==> src/rtl/life_sweep_engine_pkg.sv <==
// life_pkg: grid geometry, port length codes, sweep FSM states and address helper
package life_pkg;
  localparam int GRID_W = 10;
  localparam int ROW_LO = 1;
  localparam int ROW_HI = 8;
  localparam logic [1:0] BYTEWIDE = 2'b00;
  localparam logic [1:0] HALFWIDE = 2'b01;
  localparam logic [1:0] WORDWIDE = 2'b10;
  typedef enum logic [2:0] {IDLE, READ, WRITE, FLUSH, DONE} state_t;
  function automatic logic [39:0] cell_addr(input logic [3:0] row, input logic [3:0] col);
    return 40'(row) * 40'(GRID_W) + 40'(col);
  endfunction
endpackage

==> src/rtl/life_sweep_engine_if.sv <==
// life_sweep_engine_if: requester-side view of the two-port grid memory
interface life_sweep_engine_if;
  logic [39:0] mem_addr0, mem_addr1, mem_wdata0, mem_wdata1, mem_rdata0, mem_rdata1;
  logic        mem_rden0, mem_rden1, mem_we0, mem_we1, mem_neighbor;
  logic [1:0]  mem_len0, mem_len1;
  modport master (
    output mem_addr0, mem_addr1, mem_rden0, mem_rden1, mem_we0, mem_we1,
           mem_neighbor, mem_len0, mem_len1, mem_wdata0, mem_wdata1,
    input  mem_rdata0, mem_rdata1
  );
  modport slave (
    input  mem_addr0, mem_addr1, mem_rden0, mem_rden1, mem_we0, mem_we1,
           mem_neighbor, mem_len0, mem_len1, mem_wdata0, mem_wdata1,
    output mem_rdata0, mem_rdata1
  );
endinterface

==> src/rtl/life_sweep_engine_rule.sv <==
// life_rule: counts live neighbours in a NeighborMode window and applies birth/survive masks
module life_rule (
  input  logic [79:0] i_window,
  input  logic [8:0]  i_birth_mask,
  input  logic [8:0]  i_survive_mask,
  output logic [7:0]  o_cell
);
  logic [3:0] w_count;
  logic       w_alive;
  always_comb begin
    w_count = '0;
    for (int k = 0; k < 4; k++) w_count = w_count + 4'(i_window[8*k]) + 4'(i_window[40+8*k]);
  end
  // centre byte sits at [39:32] of port 1, i.e. bit 32 of the window
  assign w_alive = i_window[32] ? i_survive_mask[w_count] : i_birth_mask[w_count];
  assign o_cell = {7'd0, w_alive};
endmodule

==> src/rtl/life_sweep_engine.sv <==
// life_sweep_engine: sweeps the 10x10 grid once per start, buffering rows until they stop being neighbours
module life_sweep_engine import life_pkg::*; #(
  parameter logic [8:0] BIRTH_MASK   = 9'b000001000,
  parameter logic [8:0] SURVIVE_MASK = 9'b000001100
) (
  input  logic                        clk,
  input  logic                        rst_n,
  input  logic                        i_start,
  output logic                        o_busy,
  output logic                        o_done,
  output logic [15:0]                 o_gen_count,
  life_sweep_engine_if.master         mem
);
  state_t      r_state, w_next;
  logic [3:0]  r_row, r_col, w_wrow;
  logic [7:0]  r_cur [GRID_W];
  logic [7:0]  r_pend [GRID_W];
  logic [7:0]  w_cur [GRID_W];
  logic [7:0]  w_cell;
  logic [15:0] r_gen;
  logic        w_rd, w_wr;

  life_rule u_rule (
    .i_window       ({mem.mem_rdata0, mem.mem_rdata1}),
    .i_birth_mask   (BIRTH_MASK),
    .i_survive_mask (SURVIVE_MASK),
    .o_cell         (w_cell)
  );

  // row buffer as it will look after this READ edge, edge columns copied verbatim
  always_comb begin
    w_cur = r_cur;
    w_cur[r_col] = w_cell;
    if (r_col == 4'd1) w_cur[0] = mem.mem_rdata1[31:24];
    if (r_col == 4'd8) w_cur[9] = mem.mem_rdata0[7:0];
  end

  always_comb begin
    w_next = r_state;
    case (r_state)
      IDLE:    w_next = i_start ? READ : IDLE;
      READ:    w_next = (r_col == 4'd8 && r_row != 4'(ROW_LO)) ? WRITE : READ;
      WRITE:   w_next = (r_row == 4'(ROW_HI)) ? FLUSH : READ;
      FLUSH:   w_next = DONE;
      default: w_next = IDLE;
    endcase
  end

  always_ff @(posedge clk) begin
    if (!rst_n) begin
      r_state <= IDLE;
      r_row   <= '0;
      r_col   <= '0;
      r_gen   <= '0;
      r_cur   <= '{default: '0};
      r_pend  <= '{default: '0};
    end else begin
      r_state <= w_next;
      case (r_state)
        IDLE: if (i_start) begin
          r_row <= 4'(ROW_LO);
          r_col <= 4'd1;
        end
        READ: begin
          r_cur <= w_cur;
          r_col <= (r_col == 4'd8) ? 4'd1 : r_col + 4'd1;
          if (r_col == 4'd8 && r_row == 4'(ROW_LO)) begin
            r_pend <= w_cur;
            r_row  <= r_row + 4'd1;
          end
        end
        WRITE: begin
          r_pend <= r_cur;
          if (r_row != 4'(ROW_HI)) r_row <= r_row + 4'd1;
        end
        DONE: r_gen <= r_gen + 16'd1;
        default: ;
      endcase
    end
  end

  assign w_rd = (r_state == READ);
  assign w_wr = (r_state == WRITE) || (r_state == FLUSH);
  // WRITE trails the read row by one; FLUSH writes the last row itself
  assign w_wrow = (r_state == FLUSH) ? r_row : r_row - 4'd1;

  assign mem.mem_neighbor = w_rd;
  assign mem.mem_rden0    = w_rd;
  assign mem.mem_rden1    = w_rd;
  assign mem.mem_we0      = w_wr;
  assign mem.mem_we1      = w_wr;
  assign mem.mem_len0     = w_wr ? WORDWIDE : BYTEWIDE;
  assign mem.mem_len1     = w_wr ? WORDWIDE : BYTEWIDE;
  assign mem.mem_addr0    = w_rd ? cell_addr(r_row, r_col) : w_wr ? cell_addr(w_wrow, 4'd0) : '0;
  assign mem.mem_addr1    = w_wr ? cell_addr(w_wrow, 4'd5) : '0;
  assign mem.mem_wdata0   = w_wr ? {r_pend[0], r_pend[1], r_pend[2], r_pend[3], r_pend[4]} : '0;
  assign mem.mem_wdata1   = w_wr ? {r_pend[5], r_pend[6], r_pend[7], r_pend[8], r_pend[9]} : '0;

  assign o_busy      = w_rd || w_wr;
  assign o_done      = (r_state == DONE);
  assign o_gen_count = r_gen;
endmodule

==> src/flat_wrapper.sv <==
// flat-port wrapper written by rule: the top's interface ports become plain ports
module life_sweep_engine_flat import life_pkg::*;
#(
  parameter logic [8:0] BIRTH_MASK   = 9'b000001000,
  parameter logic [8:0] SURVIVE_MASK = 9'b000001100
)
  (clk, rst_n, i_start, o_busy, o_done, o_gen_count, mem_mem_addr0, mem_mem_addr1, mem_mem_rden0, mem_mem_rden1, mem_mem_we0, mem_mem_we1, mem_mem_neighbor, mem_mem_len0, mem_mem_len1, mem_mem_wdata0, mem_mem_wdata1, mem_mem_rdata0, mem_mem_rdata1);
  life_sweep_engine_if mem_i ();
  input  logic clk;
  input  logic rst_n;
  input  logic i_start;
  output logic o_busy;
  output logic o_done;
  output logic [15:0] o_gen_count;
  output wire logic [$bits(mem_i.mem_addr0)-1:0] mem_mem_addr0;
  output wire logic [$bits(mem_i.mem_addr1)-1:0] mem_mem_addr1;
  output wire logic [$bits(mem_i.mem_rden0)-1:0] mem_mem_rden0;
  output wire logic [$bits(mem_i.mem_rden1)-1:0] mem_mem_rden1;
  output wire logic [$bits(mem_i.mem_we0)-1:0] mem_mem_we0;
  output wire logic [$bits(mem_i.mem_we1)-1:0] mem_mem_we1;
  output wire logic [$bits(mem_i.mem_neighbor)-1:0] mem_mem_neighbor;
  output wire logic [$bits(mem_i.mem_len0)-1:0] mem_mem_len0;
  output wire logic [$bits(mem_i.mem_len1)-1:0] mem_mem_len1;
  output wire logic [$bits(mem_i.mem_wdata0)-1:0] mem_mem_wdata0;
  output wire logic [$bits(mem_i.mem_wdata1)-1:0] mem_mem_wdata1;
  input wire logic [$bits(mem_i.mem_rdata0)-1:0] mem_mem_rdata0;
  input wire logic [$bits(mem_i.mem_rdata1)-1:0] mem_mem_rdata1;
  assign mem_mem_addr0 = mem_i.mem_addr0;
  assign mem_mem_addr1 = mem_i.mem_addr1;
  assign mem_mem_rden0 = mem_i.mem_rden0;
  assign mem_mem_rden1 = mem_i.mem_rden1;
  assign mem_mem_we0 = mem_i.mem_we0;
  assign mem_mem_we1 = mem_i.mem_we1;
  assign mem_mem_neighbor = mem_i.mem_neighbor;
  assign mem_mem_len0 = mem_i.mem_len0;
  assign mem_mem_len1 = mem_i.mem_len1;
  assign mem_mem_wdata0 = mem_i.mem_wdata0;
  assign mem_mem_wdata1 = mem_i.mem_wdata1;
  assign mem_i.mem_rdata0 = mem_mem_rdata0;
  assign mem_i.mem_rdata1 = mem_mem_rdata1;
  life_sweep_engine #(.BIRTH_MASK(BIRTH_MASK), .SURVIVE_MASK(SURVIVE_MASK)) u_core (.clk(clk), .rst_n(rst_n), .i_start(i_start), .o_busy(o_busy), .o_done(o_done), .o_gen_count(o_gen_count), .mem(mem_i));
endmodule
==> config.mk <==
export PLATFORM = sky130hd
export DESIGN_NAME = life_sweep_engine_flat
export DESIGN_NICKNAME = d
export VERILOG_FILES = /design/src/rtl/life_sweep_engine_pkg.sv /design/src/rtl/life_sweep_engine_if.sv /design/src/rtl/life_sweep_engine_rule.sv /design/src/rtl/life_sweep_engine.sv /design/src/flat_wrapper.sv
export SDC_FILE = /design/constraint.sdc
export NUM_CORES = 1
export LEC_CHECK = 0
export BUFFER_PORTS_ARGS = -buffer_cell sky130_fd_sc_hd__buf_4
export CORE_ASPECT_RATIO = 0.7
export CORE_UTILIZATION = 41
export CTS_BUF_LIST = sky130_fd_sc_hd__clkbuf_8
export DETAILED_ROUTE_END_ITERATION = 8
export PLACE_DENSITY = 0.74
export RECOVER_POWER = 100
export REMOVE_ABC_BUFFERS = 1
export SETUP_SLACK_MARGIN = 0.3
export SYNTH_ARGS = -nofsm -noshare
export SYNTH_HDL_FRONTEND = slang
export SYNTH_SLANG_ARGS = --single-unit
export TNS_END_PERCENT = 10
==> constraint.sdc <==
create_clock -name clk -period 5.3 [get_ports clk]
set_clock_uncertainty 0.2 [all_clocks]
set_input_delay 0.795 -clock clk [delete_from_list [all_inputs] [get_ports clk]]
set_output_delay 0.795 -clock clk [all_outputs]
set_load 0.005 [all_outputs]
Word level (Yosys, flattened, before mapping). Memory sizes are Yosys's and may differ from the RTL's. Cells that the tools add are included.

Memories: 2. Memory bits (read-only): 32. Word-level logic and storage cells: 97. Input bits: 83. Bits in registers: 187. Output and inout port bits: 187.

Memories: (name not given) (words 16, width 1, read ports 1, clocked after memory_dff 0, wr ports 0, line life_sweep_engine_rule.sv:15) `assign w_alive = i_window[32] ? i_survive_mask[w_count] : i_birth_mask[w_count];`; (name not given) (words 16, width 1, read ports 1, clocked after memory_dff 0, wr ports 0, line life_sweep_engine_rule.sv:15).

Bitwise logic cells: 1. Add/subtract/negate cells: 13. Order comparisons: 3. Reduce and logical (&&, ||, !) cells: 12. Multiplexer cells: 27. Equal/unequal tests: 13. Multipliers: 2.

Operator list (number): two-way mux 40 bit (4); case mux 80 bit (2 select lines) (1); bitwise mux 80 bit (1); two-way mux 80 bit (1); demux 8 bit (select 4 bit) (1); two-way mux 8 bit (4); two-way mux 4 bit (5); adder 16 x 1 -> 16 bit (second input constant) (1); adder 4 x 1 -> 4 bit (4); multiplier 4 x 3 -> 7 bit (second input constant) (2); case mux 3 bit (4 select lines) (1); case mux 4 bit (3 select lines) (1); adder 8 x 3 -> 9 bit (second input constant) (1); adder 8 x 4 -> 9 bit (1); adder 4 x 1 -> 4 bit (second input constant) (2); == test 4 x 1 -> 1 bit (second input constant) (2); == test 4 bit (second input constant) (2); case mux 4 bit (2 select lines) (1); == test 3 x 2 -> 1 bit (second input constant) (2); two-way mux 2 bit (3); greater-or-equal comparator 5 bit (second input constant) (1); < comparator 4 x 5 -> 1 bit (second input constant) (1); < comparator 5 x 1 -> 1 bit (second input constant) (1); inverter 4 -> 5 bit (1); other kinds (18) (27).

Longest topological paths before layout. Gate-level depths: netlist of run 1.

Word-level depth: 14. Mapped depth: 13. Mapped depth without buffers: 12.

By module. Synthesis of run 1 repeated with hierarchy kept, for this count alone.

Cell total of the unflattened synthesis: 1167. Area total of the unflattened synthesis: 10102.2 sq um.

Modules (own cells, without submodules): life_sweep_engine (times used 1, area each 9685.5 sq um, cells each 1125, seq. area each 3743.6 sq um); life_rule (times used 1, area each 416.6 sq um, cells each 42, seq. area each 0.0 sq um).

Least setup slack after synthesis of run 1. No wires, ideal clock.

Kind: input port to flip-flop. Start: input port mem_mem_rdata1[0]. End: register u_core.r_pend[8] (netlist bit). Path buffers: 1. Setup time: 0.070 ns. Cell stages on the path: 12. Arrival time: 3.823 ns. Required time: 5.030 ns. Path slack: 1.207 ns. Cells stage by stage: fa_1 > inv_1 > fa_1 > fa_1 > inv_1 > ha_1 > fa_1 > or2_2 > a21oi_1 > clkbuf_1 > mux2i_1 > a21oi_1.

Word-level cells in the longest chain between the ends: 13. Elaborated cells on any way between the ends: 15. Those cells by class: 7 x add/sub; 6 x mux; 2 x memory.

Ends and longest elaborated chain: start: declaration (line flat_wrapper.sv:27) `input wire logic [$bits(mem_i.mem_rdata1)-1:0] mem_mem_rdata1;`; adder 1 x 1 -> 2 bit * (line life_sweep_engine_rule.sv:12) `for (int k = 0; k < 4; k++) w_count = w_count + 4'(i_window[8*k]) + 4'(i_window[40+8*k]);`; adder 2 x 1 -> 3 bit * (line life_sweep_engine_rule.sv:12); adder 3 x 1 -> 4 bit * (line life_sweep_engine_rule.sv:12); adder 4 x 1 -> 4 bit * (4 in a row) (line life_sweep_engine_rule.sv:12); memory (16 x 1 bit); two-way mux 1 bit (not written as such) (line life_sweep_engine_rule.sv:15); two-way mux 1 bit * (line life_sweep_engine_rule.sv:15); bitwise mux 80 bit * (line life_sweep_engine.sv:33) `w_cur[r_col] = w_cell;`; two-way mux 80 bit * (line life_sweep_engine.sv:67) `if (r_col == 4'd8 && r_row == 4'(ROW_LO)) begin`; case mux 80 bit (2 select lines) * (line life_sweep_engine.sv:59) `case (r_state)`; end signal: assignment (line life_sweep_engine.sv:68) `r_pend <= w_cur;`; end signal: assignment (line life_sweep_engine.sv:73) `r_pend <= r_cur;`; end: declaration (line life_sweep_engine.sv:17) `logic [7:0] r_pend [GRID_W];`.

Mark *: on every way between the ends. The rest lies on a longest branch, timed or not. The select of a mux whose other input is x is not followed. A chain may end at the register's enable or synchronous reset.

Final worst setup path of run 1.
Start: register u_core.r_row[0]. End: output port mem_mem_addr1[7].

Word-level cells in the longest chain between the ends: 5.

Ends and longest elaborated chain: start: declaration (line life_sweep_engine.sv:15) `logic [3:0] r_row, r_col, w_wrow;`; start signal: assignment (line life_sweep_engine.sv:61) `r_row <= 4'(ROW_LO);`; start signal: assignment (line life_sweep_engine.sv:69) `r_row <= r_row + 4'd1;`; start signal: assignment (line life_sweep_engine.sv:74) `if (r_row != 4'(ROW_HI)) r_row <= r_row + 4'd1;`; subtractor 4 x 1 -> 4 bit (line life_sweep_engine.sv:85) `assign w_wrow = (r_state == FLUSH) ? r_row : r_row - 4'd1;`; two-way mux 4 bit * (line life_sweep_engine.sv:85); multiplier 4 x 3 -> 7 bit * (line life_sweep_engine_pkg.sv:11) `return 40'(row) * 40'(GRID_W) + 40'(col);`; adder 8 x 3 -> 9 bit * (line life_sweep_engine_pkg.sv:11); two-way mux 40 bit * (line life_sweep_engine.sv:95) `assign mem.mem_addr1 = w_wr ? cell_addr(w_wrow, 4'd5) : '0;`; end: declaration (line flat_wrapper.sv:16) `output wire logic [$bits(mem_i.mem_addr1)-1:0] mem_mem_addr1;`.

Mark *: on every way between the ends. The rest lies on a longest branch, timed or not.

==> impl_metrics.toml, run 1 <==
[yosys]
synthArstFlopShare_pct = 0
ys.flop_type = "dfxtp_1"
synth.avg_cell_area_um2 = 8.56
syn_area_um2 = 8650
synthCells = 1011
synth-edff-count = 0
synth-seq-cells = 187
yosys_warnings = 0
synth_cell_type_count = 55
synth-seq-area-share_pct = 43.3

[timing]
setup_tns_ps = 0
timing.hold.ws_ps = 252
period_needed_ps = 4810
setup_viol = 0
finalHoldViolCount = 0
fmax_ghz = 0.208
grt_setup_unrepaired = "false"
slew_viol_final = 231
finalCritPeriodShare_pct = 90.8
slew_headroom_pct = -38.5
tightest_slew_ps = 2080

[power]
p_switching_mw = 0.727
cellLeakagePower_nw = 4.12
p_comb_share_pct = 9.1
power.density_nw_per_um2 = 267
swShare_pct = 27.3
ir_drop_v = 0.000126
clkPwrFrac_pct = 37.6
internal-power_mw = 1.94
p_seq_share_pct = 53.3

[setup_path]
cp.arrival_ps = 3820
cp_cell_sequence = "inv_1 -> ha_1 -> mux2i_1 -> ha_1 -> ha_1 -> inv_1 -> fa_1 -> nor2b_1 -> and3_1 -> or4_1 -> nand4_1 -> clkbuf_4"
path_max_fanout = 8
criticalPathCategory = "flip-flop to output pin"
slowest_delay_ps = 550
cpLargestDelayFamily = "adder cells"
crit_top_cell = "ha_1"
cp_slowest_cell = "fa_1"
cp.required_ps = 4300
worstSetupEndpointType = "output pin"
path_buf_inv = 3
worst_setup_path_start_kind = "flip-flop"

[global_route]
overflow = 0
grt_max_degree = 91
grt_pass1_vias = 6254
grt_pass1_wl_mm = 32.8
antenna_found_initial = 0
grt_usage_pct = 19.1

[floorplan]
start_util_pct = 41.8
die_w_um = 176
dieArea_um2 = 21700
floorplan.rows = 44
core_area_um2 = 20700
die_h_um = 124
ios = 270

[clock_network]
cts.reportedPaths.clkPinSlew_ps = 110
cts_made_buffers = 17
clock_latency_ps = 460
h-tree-depth = 4
clk_path_buf_depth = 2
cts_tree = "done"
cts.sinks = 187
clock-root-buffer = "clkbuf_8"
ctsHoldBuffers = 0

[place]
place_congestion = 0.795
io_buffers = 148
hpwl_mm = 13.7

[hold_path]
hold_class = "flip-flop to flip-flop"

[layout]
final_cell_mix = "186 x dfxtp_1, 95 x nand2_1, 84 x a21oi_1, 84 x buf_4, 83 x nand3_1"
diodes = 0
syn2layout_area_growth_pct = 15.2
drive_gt1_share_pct = 16.4
final_common_cell = "dfxtp_1"
fin_nets = 1233

[routing]
routed_wl_mm = 20.6
drtPass1Iterations = 5
antenna_left = 0
drc_errors = 0
drt-initial-drc-count = 476
num_vias = 6979
routed_via_density = 4.96
wl_per_cell_um = 14.6

[run]
drv_cap = 5

[outcome]
violations = "capacitance limit, slew limit"
status = "finished, violations left"
## tightest hold or removal path: stages (launching register included)
cell and delay, ps:
dfxtp_1 320, nand2_1 50, a21oi_1 50
## power by group through the flow
| stage | registers, mW | logic, mW | clock network [mW] |
|---|---|---|---|
| 5_1_grt | 1.42 | 0.278 | 1.08 |
| 2_1_floorplan | 1.45 | 0.160 | 0 |
| 3_3_place_gp | 1.45 | 0.242 | 0 |
| 6_report | 1.42 | 0.243 | 1.00 |
| 3_5_place_dp | 1.45 | 0.249 | 0 |
| 4_1_cts | 1.42 | 0.251 | 1.02 |
## flip-flops by register name (all words and copies together) (netlist names)
| signal | flops |
|---|---|
| u_core.r_state | 3 |
| u_core.r_row | 4 |
| u_core.r_pend | 80 |
| u_core.r_cur | 80 |
| u_core.o_gen_count | 16 |
| u_core.r_col | 4 |
## repair_timing
action / 4_1_cts / 5_1_grt
endpoints found under the setup margin: 0 / 1
hold endpoints to repair: 0 / 0
resized for setup: 0 / 2
buffers inserted: 0 / 0
## kinds of logic (layout without fill, tap and decap cells)
family | count (synthesis) | count (layout) | synth area share, %
adders and majority gates | 31 | 31 | 5.09
muxes | 6 | 6 | 0.694
AOI/OAI and AO/OA | 158 | 158 | 11.3
xor gates and xnor gates | 25 | 25 | 2.69
and+or+nand+nor | 449 | 449 | 26.6
buffers and inverters | 154 | 212 | 10.3
DFF | 187 | 187 | 43.3
other | 1 | 64 | 0.0434
## layout make-up
cell class,count,area (um^2)
Fill cell,2054,10700
Multi-Input combinational cell,733,4240
Sequential cell,187,3740
Timing Repair Buffer,156,1120
Tap cell,276,345
Clock buffer,17,234
Clock inverter,15,185
Inverter,24,92.6
## synthesized netlist by cell type, drive strengths merged (2+ instances only)
cell	count	share of area (%)
nand4	5	0.36
o21a	2	0.17
o21ai	18	1.2
or2	3	0.22
a31oi	3	0.22
or3	3	0.22
clkbuf	38	1.6
nand2	95	4.1
buf	92	7.6
a21o	3	0.26
nor3	20	1.2
or4	2	0.17
nand3	83	4.8
nor3b	4	0.46
a21oi	84	4.9
inv	24	1.0
a22oi	21	1.8
fa	7	1.6
nor2	73	3.2
nand4b	2	0.20
o22ai	2	0.14
nor2b	5	0.36
ha	24	3.5
dfxtp	187	43
and2	110	8.0
xnor2	9	0.91
nand3b	2	0.17
xor2	15	1.5
and3	33	2.4
and4	3	0.30
nand2b	3	0.22
a221oi	14	1.4
a211oi	3	0.26
mux2i	6	0.69
## layer usage
| layer | track usage, % | routed length [um] | vias up |
|---|---|---|---|
| met5 | 0 | 0 | - |
| met4 | 3.26 | 113 | 0 |
| met3 | 6.15 | 1550 | 13 |
| met2 | 28.3 | 8840 | 188 |
| met1 | 27.2 | 10100 | 3275 |
| li1 | - | - | 3503 |
## metrics by stage
step	setup WS (ps)	util [%]	cells	area [um^2]	total power [mW]
2_1_floorplan	932	-	944	8080	1.61
4_1_cts	330	48.5	1408	10000	2.69
3_5_place_dp	864	46.5	1376	9620	1.70
6_report	486	48.1	1408	9970	2.66
3_3_place_gp	944	46.5	1376	9620	1.69
5_1_grt	292	48.1	1408	9970	2.78
## final timing paths
kind	slack (ps)	end	startpoint	cells after the start
setup reg to reg	660	u_core.r_pend[40]	u_core.r_state[1]	8
setup / recovery	490	mem_mem_addr1[7]	u_core.r_row[0]	12
hold reg to reg	250	u_core.r_pend[44]	u_core.r_pend[44]	2
hold / removal	250	u_core.r_pend[44]	u_core.r_pend[44]	2
(Power assumes the default switching activity.)
==> run 2, diff against run 1 <==
--- a/config.mk
+++ b/config.mk
@@ -5,6 +5,7 @@
 export SDC_FILE = /design/constraint.sdc
 export NUM_CORES = 1
 export LEC_CHECK = 0
+export ABC_AREA = 1
 export BUFFER_PORTS_ARGS = -buffer_cell sky130_fd_sc_hd__buf_4
 export CORE_ASPECT_RATIO = 0.7
 export CORE_UTILIZATION = 41
==> run 2 against run 1 <==
The flow still finishes with violations (capacitance limit, slew limit). Clock power barely moved. Sequential share of layout area decreased by 2.2 points. Clock-buffer cell count grew 2. Utilization grew 0.11 points. Critical path type unchanged. Largest cell class unchanged.
==> impl_metrics.toml, run 2 <==
[hold_path]
hp-start = "u_core.r_cur[23]"
worstHoldEndpoint = "u_core.r_cur[23]"
hold_class = "flip-flop to flip-flop"
min_path_cells = 2

[yosys]
synthArstFlopShare_pct = 0
synth.avg_cell_area_um2 = 6.94
yosys_warnings = 0
synth_area_leaders = "dfxtp_1 40%, nand2_1 9.5%, nor2_1 9.0%"
synthAdderAreaFrac_pct = 4.74
synth_simple_gate_area_share_pct = 25.1
ys.flop_type = "dfxtp_1"
synth_top_area_cell = "dfxtp_1"
ys_top_cells_by_count = "236 x nand2_1, 222 x nor2_1, 187 x dfxtp_1"
synth_compound_area_share_pct = 13.4
synth_top_cell_area_share_pct = 40.3
synth_top_family_by_area = "simple AND/OR/NAND/NOR gates"
synth-edff-count = 0
synth-seq-cells = 187
post-synth-top-count-cell = "nand2_1"
syn_area_um2 = 9300
synth_cell_type_count = 35
synthCells = 1340
synth_xor_area_share_pct = 0.660
synth-seq-area-share_pct = 40.3
synthMuxAreaShare_pct = 0

[routing]
routed_via_density = 4.69
drtPass1Iterations = 8
drc_errors = 0
num_vias = 8151
drt-initial-drc-count = 585
routed_wl_mm = 21.7
antenna_left = 0
wl_per_cell_um = 12.5

[place]
hpwl_mm = 14.4
place_congestion = 0.855
dp_slack_ps = 885
numPlacedInstances = 1707
io_buffers = 148

[clock_network]
post_cts_resized = 0
cts.sinks = 187
cts.reportedPaths.clkPinSlew_ps = 90
h-tree-depth = 4
cts_tree = "done"
clock-root-buffer = "clkbuf_8"
post_cts_buffers = 0
ctsHoldBuffers = 0
clock_latency_ps = 470
cts_made_buffers = 17
clk_path_buf_depth = 2

[setup_path]
criticalPathCategory = "flip-flop to output pin"
r2r-end = "u_core.r_row[1]"
reg2reg_from = "u_core.r_state[2]"
r2r_cells = 10
path_max_fanout = 46
cp.arrival_ps = 3610
worstSetupEndpointType = "output pin"
worst_setup_path_start_kind = "flip-flop"
critPathLaunch = "u_core.r_state[2]"
cp.required_ps = 4300
r2r_slack_ps = 1300

[layout]
drive_gt1_share_pct = 13.2
syn2layout_area_growth_pct = 14.0
final_cell_mix = "237 x nand2_1, 223 x nor2_1, 187 x dfxtp_1, 178 x inv_1, 132 x a21oi_1"
fin_nets = 1558
post-route-util_pct = 48.3
stdcell_count = 1739
final_common_cell = "nand2_1"
diodes = 0

[power]
internal-power_mw = 1.97
swShare_pct = 27.7
p_comb_share_pct = 11.7
clkPwrFrac_pct = 35.8
p_seq_share_pct = 52.5
power.density_nw_per_um2 = 257
p_switching_mw = 0.754
ir_drop_v = 0.000174
cellLeakagePower_nw = 4.45

[timing]
slew_viol_final = 292
setup_viol = 0
setup_ws_ps = 697
period_needed_ps = 4600
slew_headroom_pct = -83.7
fmax_ghz = 0.217
grt_setup_unrepaired = "false"
setup_tns_ps = 0
tightest_slew_ps = 2760
finalHoldViolCount = 0
finalCritPeriodShare_pct = 86.8

[floorplan]
ios = 270
floorplan.rows = 45
start_util_pct = 42.3
dieArea_um2 = 23300
core_area_um2 = 22000
die_h_um = 128
die_w_um = 182

[global_route]
grt_pass1_vias = 7209
overflow = 0
antenna_found_initial = 0
grt_max_degree = 91
grt_usage_pct = 18.7
grt_pass1_wl_mm = 35.4

[run]
drv_cap = 4

[outcome]
status = "finished, violations left"
violations = "capacitance limit, slew limit"
## run 2: how the worst max path moves through the flow
stage,to,slack (ps),depth (start not counted)
4_1_cts,mem_mem_addr1[7],870,14
3_3_place_gp,u_core.r_cur[0],930,16
6_report,mem_mem_addr0[2],700,5
5_1_grt,mem_mem_addr0[2],450,5
3_5_place_dp,u_core.r_cur[0],890,16
2_1_floorplan,u_core.r_cur[0],1390,15
## run 2: kinds of logic after synthesis
family                   count (synthesis)
buffers and inverters                  310
adder cells (fa/ha/maj)                 31
XOR/XNOR                                 7
flip-flops                             187
AO/OA/AOI/OAI                          246
other                                    1
AND/OR/NAND/NOR                        558
## run 2: per-stage QoR
step | power, mW | hold WS, ps | cell area (um^2)
after floorplan | 1.68 | 215 | 8740
after global placement | 1.77 | 221 | 10200
after detailed placement | 1.78 | 225 | 10200
after CTS | 2.75 | 238 | 10700
after global routing | 2.86 | 251 | 10600
final | 2.73 | 236 | 10600
## run 2: worst max-delay path: stages, from the launching register on
cell      delay, ps
dfxtp_1         440
inv_1           140
nand3_1         110
clkbuf_1       1870
o21ai_0         320
buf_4           260
## run 2: layout make-up
type | count | area, um^2
clock buffer | 19 | 262
clock inverter | 13 | 141
fill | 2245 | 11400
inverter | 180 | 676
multi-input combinational | 906 | 4320
sequential | 187 | 3740
tap | 282 | 353
timing repair buffer | 152 | 1100
## run 2: layer usage
metal  global-route usage (%)  routed length (um)
met3                     4.12                1000
met2                     28.7                9230
met1                     26.7               11300
met5                        0                   0
met4                     4.25                 178
## run 2: power by group through the flow
stage	clock network, mW	registers (mW)	logic, mW
2_1_floorplan	0	1.46	0.216
3_3_place_gp	0	1.46	0.308
3_5_place_dp	0	1.46	0.316
4_1_cts	0.998	1.43	0.318
5_1_grt	1.06	1.43	0.368
6_report	0.977	1.43	0.319
==> run 3, diff against run 2 <==
==> constraint.sdc (replaced) <==
create_clock -name clk -period 4.9 [get_ports clk]
set_clock_uncertainty 0.2 [all_clocks]
set_input_delay 0.735 -clock clk [delete_from_list [all_inputs] [get_ports clk]]
set_output_delay 0.735 -clock clk [all_outputs]
set_load 0.005 [all_outputs]
==> run 3 against run 2 <==
The flow still finishes with violations (capacitance limit, slew limit). Non-clock buffer count increased by 1. Setup slack got worse by 150 ps. Largest cell class unchanged. Total power increased by 11%. Combinational power increased by 6%. Sequential power increased by 8%. Largest power group unchanged. Hold slack improved by 1.2 ps.
==> impl_metrics.toml, run 3 (synthesized netlist as in run 2, its figures left out) <==
[outcome]
status = "finished, violations left"
violations = "capacitance limit, slew limit"

[layout]
fill_cells = 2231
post-route-util_pct = 48.1
diodes = 0
final_cell_mix = "238 x nand2_1, 227 x nor2_1, 185 x dfxtp_1, 177 x inv_1, 132 x a21oi_1"
drive_gt1_share_pct = 13.0
final_common_cell = "nand2_1"
fin_nets = 1559
syn2layout_area_growth_pct = 13.7

[routing]
routed_via_density = 4.71
num_vias = 8192
drt-initial-drc-count = 558
drtPass1Iterations = 6
wl_per_cell_um = 12.5
antenna_left = 0
routed_wl_mm = 21.7
drc_errors = 0

[floorplan]
die_w_um = 182
dieArea_um2 = 23300
core_area_um2 = 22000
start_util_pct = 42.3
die_h_um = 128
ios = 270
floorplan.rows = 45

[clock_network]
ctsHoldBuffers = 0
clock-root-buffer = "clkbuf_8"
cts_made_buffers = 17
cts.reportedPaths.clkPinSlew_ps = 100
cts.sinks = 187
clk_path_buf_depth = 2
h-tree-depth = 4
clock_latency_ps = 450
post_cts_resized = 0
cts_tree = "done"
post_cts_buffers = 0

[timing]
grt_setup_unrepaired = "false"
period_needed_ps = 4350
tightest_slew_ps = 2310
finalCritPeriodShare_pct = 88.9
fmax_ghz = 0.230
setup_viol = 0
finalHoldViolCount = 0
slew_headroom_pct = -53.8
slew_viol_final = 374
setup_tns_ps = 0

[global_route]
grt_pass1_wl_mm = 36.0
grt_pass1_vias = 7298
overflow = 0
grt_max_degree = 101
antenna_found_initial = 0
grt_usage_pct = 19.2

[setup_path]
r2r_cells = 9
r2r_slack_ps = 740
worstSetupEndpointType = "output pin"
critPathLaunch = "u_core.r_row[0]"
r2r-end = "u_core.r_row[1]"
path_max_fanout = 7
worst_setup_path_start_kind = "flip-flop"
criticalPathCategory = "flip-flop to output pin"
reg2reg_from = "u_core.r_state[2]"
cp.required_ps = 3960
cp.arrival_ps = 3420

[hold_path]
min_path_cells = 2
hp-start = "u_core.r_cur[10]"
worstHoldEndpoint = "u_core.r_cur[10]"
hold_class = "flip-flop to flip-flop"

[power]
power.density_nw_per_um2 = 285
ir_drop_v = 0.000179
total_power_mw = 3.02
cellLeakagePower_nw = 4.44

[place]
hpwl_mm = 14.7
io_buffers = 148
place_congestion = 0.853

[run]
drv_cap = 5
==> run 3: cell count changes in the layout (fill, tap and decap cells not counted), moves of 2 or more <==
| cell | delta |
|---|---|
| clkbuf_4 | +2 |
| dfxtp_1 | -2 |
| clkbuf_8 | -2 |
| dfxtp_2 | +2 |
| inv_8 | +2 |
| nor3b_1 | +3 |
| buf_4 | -2 |
| clkinv_2 | -2 |
| nor3b_4 | -3 |
| nor2_1 | +4 |
| nor2_4 | -4 |
==> run 3: metal layers <==
metal  vias up  track usage, %  share of wire, %
li1       4267               -                 -
met1      3698            27.8                52
met2       216            28.9                43
met3        11            3.72               4.7
met4         0            4.99              0.53
met5         -               0                 0
==> run 3: stage by stage <==
step	instances	hold slack, ps	cell area (um^2)	setup slack [ps]
2_1_floorplan	1273	215	8740	1050
3_3_place_gp	1708	221	10300	593
3_5_place_dp	1708	225	10300	555
4_1_cts	1740	238	10700	505
5_1_grt	1740	252	10600	192
6_report	1740	237	10600	545
==> run 3: critical path, cell delays in order (launching register included) <==
cell and delay, ps:
dfxtp_2 420, inv_1 150, ha_1 350, nand2_1 90, and2_0 270, ha_1 290
ha_1 210, inv_1 70, fa_1 490, nor2_1 200, nand3_1 100, nand2_1 70
inv_1 40, nor2_1 80, clkbuf_4 140
==> run 3: worst max-delay path by stage <==
stage	depth (start not counted)	end
6_report	14	mem_mem_addr1[7]
2_1_floorplan	15	u_core.r_cur[0]
3_3_place_gp	16	u_core.r_cur[0]
3_5_place_dp	16	u_core.r_pend[72]
4_1_cts	14	mem_mem_addr1[7]
5_1_grt	9	u_core.r_row[1]
==> run 3: cell type report <==
cell class / count / area, um^2 / area share, %
well taps: 282 / 353 / 3.34
clock buffers: 17 / 234 / 2.21
clock inverters: 15 / 206 / 1.95
repair buffers: 153 / 1110 / 10.5
inverters: 180 / 676 / 6.39
multi-input cells: 906 / 4240 / 40.2
flip-flops and latches: 187 / 3750 / 35.5
==> run 3: report_power, final <==
part	internal [mW]	total [mW]	switching (mW)
logic	0.111	0.338	0.227
clock network	0.527	1.13	0.600
registers	1.54	1.55	0.0136
